**src/rtl/systolic_feeder_if.sv**
```systemverilog
// Operand-store write ports, start control and skewed operand/status outputs
// that connect the systolic feeder to its controller and MAC array.
interface systolic_feeder_if #(
    parameter int N      = 4,
    parameter int DATA_W = 8,
    parameter int ADDR_W = $clog2(N*N)
);
    logic                  a_we;
    logic [ADDR_W-1:0]     a_waddr;
    logic [DATA_W-1:0]     a_wdata;
    logic                  b_we;
    logic [ADDR_W-1:0]     b_waddr;
    logic [DATA_W-1:0]     b_wdata;
    logic                  start;
    logic [N*DATA_W-1:0]   a_out;
    logic [N*DATA_W-1:0]   b_out;
    logic                  macc_clear;
    logic                  busy;
    logic                  done;

    modport master (
        output a_we, a_waddr, a_wdata, b_we, b_waddr, b_wdata, start,
        input  a_out, b_out, macc_clear, busy, done
    );

    modport slave (
        input  a_we, a_waddr, a_wdata, b_we, b_waddr, b_wdata, start,
        output a_out, b_out, macc_clear, busy, done
    );
endinterface

```
**src/rtl/systolic_feeder.sv**
```systemverilog
// Holds matrices A and B and streams them diagonally skewed into an NxN
// output-stationary MAC array: clear, feed 2N-1 wavefronts, drain N, done.
module systolic_feeder #(
    parameter int N      = 4,
    parameter int DATA_W = 8,
    parameter int ADDR_W = $clog2(N*N)
) (
    input  logic             clk,
    input  logic             rst,
    systolic_feeder_if.slave bus
);
    localparam int CNT_W = $clog2(2*N);

    typedef enum logic [2:0] {
        S_IDLE  = 3'd0,
        S_CLEAR = 3'd1,
        S_FEED  = 3'd2,
        S_DRAIN = 3'd3,
        S_DONE  = 3'd4
    } state_e;

    state_e              state_q, state_d;
    logic [CNT_W-1:0]    cnt_q, cnt_d;
    logic [DATA_W-1:0]   a_mem_q [N*N];
    logic [DATA_W-1:0]   b_mem_q [N*N];
    logic [N*DATA_W-1:0] a_out_q, a_out_d;
    logic [N*DATA_W-1:0] b_out_q, b_out_d;
    logic                macc_clear_q, macc_clear_d;
    logic                busy_q, busy_d;
    logic                done_q, done_d;

    assign bus.a_out      = a_out_q;
    assign bus.b_out      = b_out_q;
    assign bus.macc_clear = macc_clear_q;
    assign bus.busy       = busy_q;
    assign bus.done       = done_q;

    // Operand stores: not reset, writable only while idle
    always_ff @(posedge clk) begin
        if (bus.a_we && (state_q == S_IDLE)) begin
            a_mem_q[bus.a_waddr] <= bus.a_wdata;
        end
        if (bus.b_we && (state_q == S_IDLE)) begin
            b_mem_q[bus.b_waddr] <= bus.b_wdata;
        end
    end

    // Sequencer next state and phase counter
    always_comb begin
        state_d = state_q;
        cnt_d   = cnt_q;
        case (state_q)
            S_IDLE: begin
                cnt_d = '0;
                if (bus.start) begin
                    state_d = S_CLEAR;
                end else begin
                    state_d = S_IDLE;
                end
            end
            S_CLEAR: begin
                state_d = S_FEED;
                cnt_d   = '0;
            end
            S_FEED: begin
                if (cnt_q == CNT_W'(2*N-2)) begin
                    state_d = S_DRAIN;
                    cnt_d   = '0;
                end else begin
                    cnt_d = cnt_q + CNT_W'(1);
                end
            end
            S_DRAIN: begin
                if (cnt_q == CNT_W'(N-1)) begin
                    state_d = S_DONE;
                    cnt_d   = '0;
                end else begin
                    cnt_d = cnt_q + CNT_W'(1);
                end
            end
            S_DONE: begin
                state_d = S_IDLE;
                cnt_d   = '0;
            end
            default: begin
                state_d = S_IDLE;
                cnt_d   = '0;
            end
        endcase
    end

    // Outputs are computed from the upcoming state so they register in step with it;
    // lane i carries element k = t - i of its row/column, zero outside the wavefront.
    always_comb begin
        a_out_d      = '0;
        b_out_d      = '0;
        macc_clear_d = (state_d == S_CLEAR);
        busy_d       = (state_d != S_IDLE);
        done_d       = (state_d == S_DONE);
        if (state_d == S_FEED) begin
            for (int i = 0; i < N; i++) begin
                if ((int'(cnt_d) >= i) && ((int'(cnt_d) - i) < N)) begin
                    a_out_d[i*DATA_W +: DATA_W] = a_mem_q[ADDR_W'(i*N + int'(cnt_d) - i)];
                    b_out_d[i*DATA_W +: DATA_W] = b_mem_q[ADDR_W'((int'(cnt_d) - i)*N + i)];
                end else begin
                    a_out_d[i*DATA_W +: DATA_W] = '0;
                    b_out_d[i*DATA_W +: DATA_W] = '0;
                end
            end
        end else begin
            a_out_d = '0;
            b_out_d = '0;
        end
    end

    // State and registered outputs with synchronous reset
    always_ff @(posedge clk) begin
        if (rst) begin
            state_q      <= S_IDLE;
            cnt_q        <= '0;
            a_out_q      <= '0;
            b_out_q      <= '0;
            macc_clear_q <= 1'b0;
            busy_q       <= 1'b0;
            done_q       <= 1'b0;
        end else begin
            state_q      <= state_d;
            cnt_q        <= cnt_d;
            a_out_q      <= a_out_d;
            b_out_q      <= b_out_d;
            macc_clear_q <= macc_clear_d;
            busy_q       <= busy_d;
            done_q       <= done_d;
        end
    end
endmodule
```
**src/flat_wrapper.sv**
```systemverilog
// flat-port wrapper written by rule: the top's interface ports become plain ports
module systolic_feeder_flat 
#(
    parameter int N      = 4,
    parameter int DATA_W = 8,
    parameter int ADDR_W = $clog2(N*N)
)
  (clk, rst, bus_a_we, bus_a_waddr, bus_a_wdata, bus_b_we, bus_b_waddr, bus_b_wdata, bus_start, bus_a_out, bus_b_out, bus_macc_clear, bus_busy, bus_done);
  systolic_feeder_if #(.N(N), .DATA_W(DATA_W), .ADDR_W(ADDR_W)) bus_i ();
  input  logic clk;
  input  logic rst;
  input wire logic [$bits(bus_i.a_we)-1:0] bus_a_we;
  input wire logic [$bits(bus_i.a_waddr)-1:0] bus_a_waddr;
  input wire logic [$bits(bus_i.a_wdata)-1:0] bus_a_wdata;
  input wire logic [$bits(bus_i.b_we)-1:0] bus_b_we;
  input wire logic [$bits(bus_i.b_waddr)-1:0] bus_b_waddr;
  input wire logic [$bits(bus_i.b_wdata)-1:0] bus_b_wdata;
  input wire logic [$bits(bus_i.start)-1:0] bus_start;
  output wire logic [$bits(bus_i.a_out)-1:0] bus_a_out;
  output wire logic [$bits(bus_i.b_out)-1:0] bus_b_out;
  output wire logic [$bits(bus_i.macc_clear)-1:0] bus_macc_clear;
  output wire logic [$bits(bus_i.busy)-1:0] bus_busy;
  output wire logic [$bits(bus_i.done)-1:0] bus_done;
  assign bus_i.a_we = bus_a_we;
  assign bus_i.a_waddr = bus_a_waddr;
  assign bus_i.a_wdata = bus_a_wdata;
  assign bus_i.b_we = bus_b_we;
  assign bus_i.b_waddr = bus_b_waddr;
  assign bus_i.b_wdata = bus_b_wdata;
  assign bus_i.start = bus_start;
  assign bus_a_out = bus_i.a_out;
  assign bus_b_out = bus_i.b_out;
  assign bus_macc_clear = bus_i.macc_clear;
  assign bus_busy = bus_i.busy;
  assign bus_done = bus_i.done;
  systolic_feeder #(.N(N), .DATA_W(DATA_W), .ADDR_W(ADDR_W)) u_core (.clk(clk), .rst(rst), .bus(bus_i));
endmodule
```
**config.mk**
```make
export PLATFORM = sky130hd
export DESIGN_NAME = systolic_feeder_flat
export DESIGN_NICKNAME = d
export VERILOG_FILES = /design/src/rtl/systolic_feeder_if.sv /design/src/rtl/systolic_feeder.sv /design/src/flat_wrapper.sv
export SDC_FILE = /design/constraint.sdc
export NUM_CORES = 1
export LEC_CHECK = 0
export ABC_CLOCK_PERIOD_IN_PS = 10300
export BUFFER_PORTS_ARGS = -buffer_cell sky130_fd_sc_hd__buf_2
export CORE_MARGIN = 4
export CORE_UTILIZATION = 55
export CTS_BUF_LIST = sky130_fd_sc_hd__clkbuf_4 sky130_fd_sc_hd__clkbuf_8 sky130_fd_sc_hd__clkbuf_16
export DETAILED_ROUTE_END_ITERATION = 10
export PLACE_DENSITY = 0.76
export SYNTH_ARGS = -nofsm -noshare
export SYNTH_HDL_FRONTEND = slang
export SYNTH_SLANG_ARGS = --single-unit
```
**constraint.sdc**
```tcl
create_clock -name clk -period 10.3 [get_ports clk]
set_input_delay 1.03 -clock clk [delete_from_list [all_inputs] [get_ports clk]]
set_output_delay 1.03 -clock clk [all_outputs]
set_load 0.1 [all_outputs]
```
# Word-level counts from Yosys, hierarchy flattened
# Memory sizes are Yosys's and may differ from the RTL's. A register that Yosys moved wholly into a read port is not among the register bits.
# Index checks and enable logic that the tools add are counted.
# Widths: inputs -> output; s select.
[word_totals]
register_bits = 9
ram_bits = 256
inputBits = 29
output_inout_bits = 67
word_cells = 62
mem_count = 2
[mem_list]
columns = ["name", "words", "width", "rd", "rd_clocked_by_memory_dff", "wr", "line", "text"]
rows = [
  ["u_core.a_mem_q", 16, 8, 4, 4, 1, "systolic_feeder.sv:24", "logic [DATA_W-1:0] a_mem_q [N*N];"],
  ["u_core.b_mem_q", 16, 8, 4, 4, 1, "systolic_feeder.sv:25", "logic [DATA_W-1:0] b_mem_q [N*N];"],
]
[op_classes]
n_addsub = 13
magnitude_cmp = 7
eq_ne = 8
muxes = 11
n_bitwise = 5
n_reduce_logical = 11
[ops]
columns = ["operator", "n"]
rows = [
  ["$eq 3x2->1 const B", 4],
  ["$lt 4x4->1 const B", 3],
  ["$mux 3", 4],
  ["$pmux 3 s4", 1],
  ["$reduce_or 3->1", 4],
  ["$add 4x3->4 const A", 2],
  ["$add 4x3->4 const B", 2],
  ["$sub 3x2->4 const B", 2],
  ["$sub 4x3->4 const B", 2],
  ["$eq 3x1->1 const B", 2],
  ["$eq 3x3->1 const B", 2],
  ["$ge 3x2->1 const B", 2],
  ["$pmux 3 s2", 1],
  ["$logic_and 1x1->1", 5],
  ["$mux 1", 5],
  ["$not 1->1", 5],
  ["$add 3x3->4 const A", 1],
  ["$add 4x2->4 const B", 1],
  ["$sub 3x1->4 const B", 1],
  ["$sub 4x2->4 const B", 1],
  ["$add 3x1->3 const B", 1],
  ["$ge 3x1->1 const B", 1],
  ["$logic_not 3->1", 1],
  ["$lt 3x3->1 const B", 1],
  ["$reduce_bool 3->1", 1],
]

# Depth between registers and ports, before layout
[logic_depth]
ltp_word = 8
depth_mapped = 14
depth_no_buf = 10

# Worst setup path after synthesis
# No wires, ideal clock.
[synth_timing]
kind = "reg-to-reg"
startpoint = "register u_core.cnt_q[0]"
endpoint = "register u_core.a_out_q[29], in the netlist u_core.bus.a_out[29] (read register of u_core.a_mem_q)"
setup_time_ns = 0.117
t_arrival_ns = 3.154
t_required_ns = 10.183
path_slack_ns = 7.029
stages_incl_launch_ff = 14
n_path_buf = 6
period_less_slack_ns = 3.271
path_cell_list = "dfxtp_1 -> inv_1 -> ha_1 -> and3b_1 -> buf_6 -> nor4_4 -> buf_6 -> buf_6 -> buf_6 -> ha_1 -> clkbuf_1 -> clkbuf_1 -> mux4_2 -> a22o_1"
[synth_via]
elab_chain_cells = 8
word_cells_on_any_way = 19
[synth_rtl]
columns = ["element", "line", "text"]
rows = [
  ["from (decl)", "systolic_feeder.sv:23", "logic [CNT_W-1:0] cnt_q, cnt_d;"],
  ["from (signal assigned)", "systolic_feeder.sv:128", "cnt_q <= cnt_d;"],
  ["$add 3x1->3 (tied with other cells)", "systolic_feeder.sv:70, systolic_feeder.sv:78", ""],
  ["$mux 3 (on tied branches)", "systolic_feeder.sv:74, systolic_feeder.sv:66", ""],
  ["$pmux 3 s2", "systolic_feeder.sv:52", "case (state_q)"],
  ["$sub 3x2->4", "systolic_feeder.sv:102", "if ((int'(cnt_d) >= i) && ((int'(cnt_d) - i) < N)) begin"],
  ["$lt 4x4->1", "systolic_feeder.sv:102", ""],
  ["$logic_and 1x1->1", "systolic_feeder.sv:102", ""],
  ["$not 1->1 (no line)", "--", ""],
  ["$reduce_or 3->1 (no line)", "--", ""],
  ["to (decl)", "systolic_feeder.sv:26", "logic [N*DATA_W-1:0] a_out_q, a_out_d;"],
]
# Parallel ways exist; a longest one is shown, timed or not.
# A chain may end at the register's enable or synchronous reset.

# Worst setup path after layout
[layout_timing]
startpoint = "register u_core.cnt_q[0]"
endpoint = "register u_core.a_out_q[15], in the netlist u_core.bus.a_out[15] (read register of u_core.a_mem_q)"
[layout_via]
elab_chain_cells = 8
word_cells_on_any_way = 19
[layout_rtl]
columns = ["element", "line"]
rows = [
  ["$add 3x1->3 (tied with other cells)", "systolic_feeder.sv:70, systolic_feeder.sv:78"],
  ["$mux 3 (on tied branches)", "systolic_feeder.sv:74, systolic_feeder.sv:66"],
  ["$pmux 3 s2", "systolic_feeder.sv:52"],
  ["$sub 3x1->4", "systolic_feeder.sv:102"],
  ["$lt 4x4->1", "systolic_feeder.sv:102"],
  ["$logic_and 1x1->1", "systolic_feeder.sv:102"],
  ["$not 1->1 (no line)", "--"],
  ["$reduce_or 3->1 (no line)", "--"],
]
# Parallel ways exist; a longest one is shown, timed or not.

==> results.tsv <==
metric	value	unit
run status	finished, final reports clean	
met2 routed WL	13190	µm
# clock sinks	329	
post-route clock skew	16.26	ps
initial antenna violation count	0	
PortBufs	95	
die width	159.2	µm
top cell type's share of synthesized area	0.6115	
share of layout cells above drive strength 1	0.3092	
Root Buffer	clkbuf_16	
CTS tree	built	
postcts setup bufs	0	
Worst EP required	10740	ps
Filler Cell Count	1536	
Tot Pwr	2.896	mW
design area	0.01443	mm²
synthesis-to-layout area growth	14.75	%
highest metal used	met4	
VDD IR max	0.0001649	V
DIE HEIGHT	159.2	µm
Final period util	0.4973	
Setup WS pre-CTS	5182	ps
final WL	26510	µm
register area share after synthesis	0.7278	
Detailed Place HPWL	16680	µm
#FFs+latches synth	329	
Setup TNS	0	ps
pwr dens	200.8	mW/mm²
largest net degree at the start of global routing	53	
Clock Pin Slew Worst Setup and Hold Paths	60	ps
min cycle time layout	5122	ps
Vias	6692	
critical path class	flop to flop	
Final Slew Violations	0	
Yosys cell types	45	
Hold Fails Final Rpt	0	
Num CTS Buffers	34	
Lkg Pwr	4.960	nW
buffer depth of the longest clock path	3	
Synth Area per Inst	18.82	µm²
DRT Pass-1 Iters	5	
WL met3	2153	µm
Via density	6.156	
Least-Margin Pin Slew	1342	ps
Min Hold Slack	558.4	ps
drt initial violations	603	
max_cap viols	0	
ant diodes	0	
met1 wire length	10490	µm
CP top delay family	simple AND/OR/NAND/NOR gates	
crit-path max FO	52	
Starting Density	0.5569	
Synth async-reset ratio	0	
cts repair resizes	0	
Rel. slew slack	0.09837	
post-synthesis cell count	668	
Placed Instance Area	0.01326	mm²
Worst path slowest cell	nor4_1	
total I/O pin count	96	
EDFF count, synth	256	
RSZ-0062 raised after global routing	no	
antenna viol nets, final	0	
routability cong.	0.9102	
commonest cells in the netlist	edfxtp_1 (256), mux4_2 (78), dfxtp_1 (73), and2_1 (43), nor2_1 (42)	
global-route wire length before repair	41410	µm
arrival time at the worst endpoint	5560	ps
WP buf/inv	3	
GRT Total Usage	0.2118	
Peak Freq	195.2	MHz
die area	0.02534	mm²
number of remaining DRC errors	0	
clock latency at the later pin of the worst-skew pair	520	ps
core box area	0.02257	mm²
count leader, synth	edfxtp_1	
Netlist Area Pre-Place	0.01257	mm²
most frequent CP cell	ha_1	
Top FF cell, synth	edfxtp_1	
crit end category	flop	
Hold Buf Count CTS	0	
Max stage delay on crit path	990	ps
drt wl/cell	24.39	µm
Worst setup SP type	flop	
CP Cell Sequence	inv_1 > ha_1 > and3b_1 > nor4_4 > buf_4 > inv_4 > ha_1 > nor4_1 > o21ai_0 > nand3_1	
Ys Warns	0	
grt total ovfl	0	
fin nets	812	
PnR worst setup slack	5178	ps
vias in the first global route	6913	
CTS H-tree lvls	2	
worst min-delay path class	flop to flop	
num rows	55	
endpoints failing setup	0	
largest cells by area after synthesis	edfxtp_1 (61%), mux4_2 (14%), dfxtp_1 (12%)	
syn_nets	704	
largest area contributor in the netlist	edfxtp_1	
## path summary, 6_finish.rpt
check	cells past startpoint	to	slack, ps	startpoint
min	1	u_core.bus.macc_clear	560	u_core.state_q[2]
min reg2reg	1	u_core.bus.macc_clear	560	u_core.state_q[2]
max	10	u_core.bus.a_out[15]	5180	u_core.cnt_q[0]
max reg2reg	10	u_core.bus.a_out[15]	5180	u_core.cnt_q[0]
## logic make-up (layout without fill, tap and decap cells)
kind of cell               after synthesis  after routing  share of synthesized area
AOI/OAI and AO/OA                       40             40                    0.02349
buffers and inverters                   36            170                    0.01811
adders and majority gates                7              7                   0.006967
muxes                                   96             96                     0.1542
DFF                                    329            329                     0.7278
and+or+nand+nor                        160            160                    0.06947
## routing by layer
metal  vias up  track usage
li1       2884            -
met5         -            0
met1      3381       0.2962
met2       379       0.3469
met3        48      0.03961
met4         0      0.06233
## placed cells by master, fill, tap and decap left out, types with 4 or more instances in the layout
master | netlist | final
nand2b_1 | 5 | 5
edfxtp_1 | 256 | 256
dfxtp_1 | 73 | 73
clkinv_1 | 0 | 4
clkbuf_8 | 0 | 7
and2_1 | 43 | 43
inv_1 | 5 | 5
a21oi_1 | 5 | 5
clkbuf_16 | 0 | 34
ha_1 | 7 | 6
nor3_1 | 11 | 10
mux2i_1 | 17 | 17
clkbuf_4 | 0 | 7
mux4_2 | 78 | 78
nand2_1 | 13 | 13
a22o_1 | 8 | 8
o22a_1 | 8 | 8
nand3_1 | 23 | 23
buf_4 | 2 | 7
o21ai_0 | 7 | 7
buf_2 | 6 | 95
nor2_1 | 42 | 42
## sequential cells by signal, summed over array words and instances (netlist names)
name                   count
u_core.a_mem_q           128
u_core.b_mem_q           128
u_core.bus.a_out          32
u_core.bus.b_out          32
u_core.cnt_q               3
u_core.state_q             3
u_core.bus.busy            1
u_core.bus.done            1
u_core.bus.macc_clear      1
## stage by stage
stage,instances,utilization
floorplan,668,-
global placement,1025,0.5873
detailed placement,1025,0.5873
CTS,1087,0.6389
global route,1087,0.6391
finish,1087,0.6391
## report_power, final
part           total (mW)  switching, mW  internal [mW]
registers            1.45        0.00709           1.45
clock network        1.25          0.490          0.757
logic               0.195          0.130         0.0650
total                2.90          0.627           2.27
## final cells by class
class | count | area (µm²) | area share
sequential | 329 | 9149 | 0.6342
multi-input combinational | 303 | 3202 | 0.2220
clock buffer | 48 | 999.7 | 0.06930
timing repair buffer | 102 | 528.0 | 0.03660
tap | 285 | 356.6 | 0.02472
clock inverter | 14 | 165.2 | 0.01145
inverter | 6 | 25.02 | 0.001735
Power figures use the tool's default switching activity.
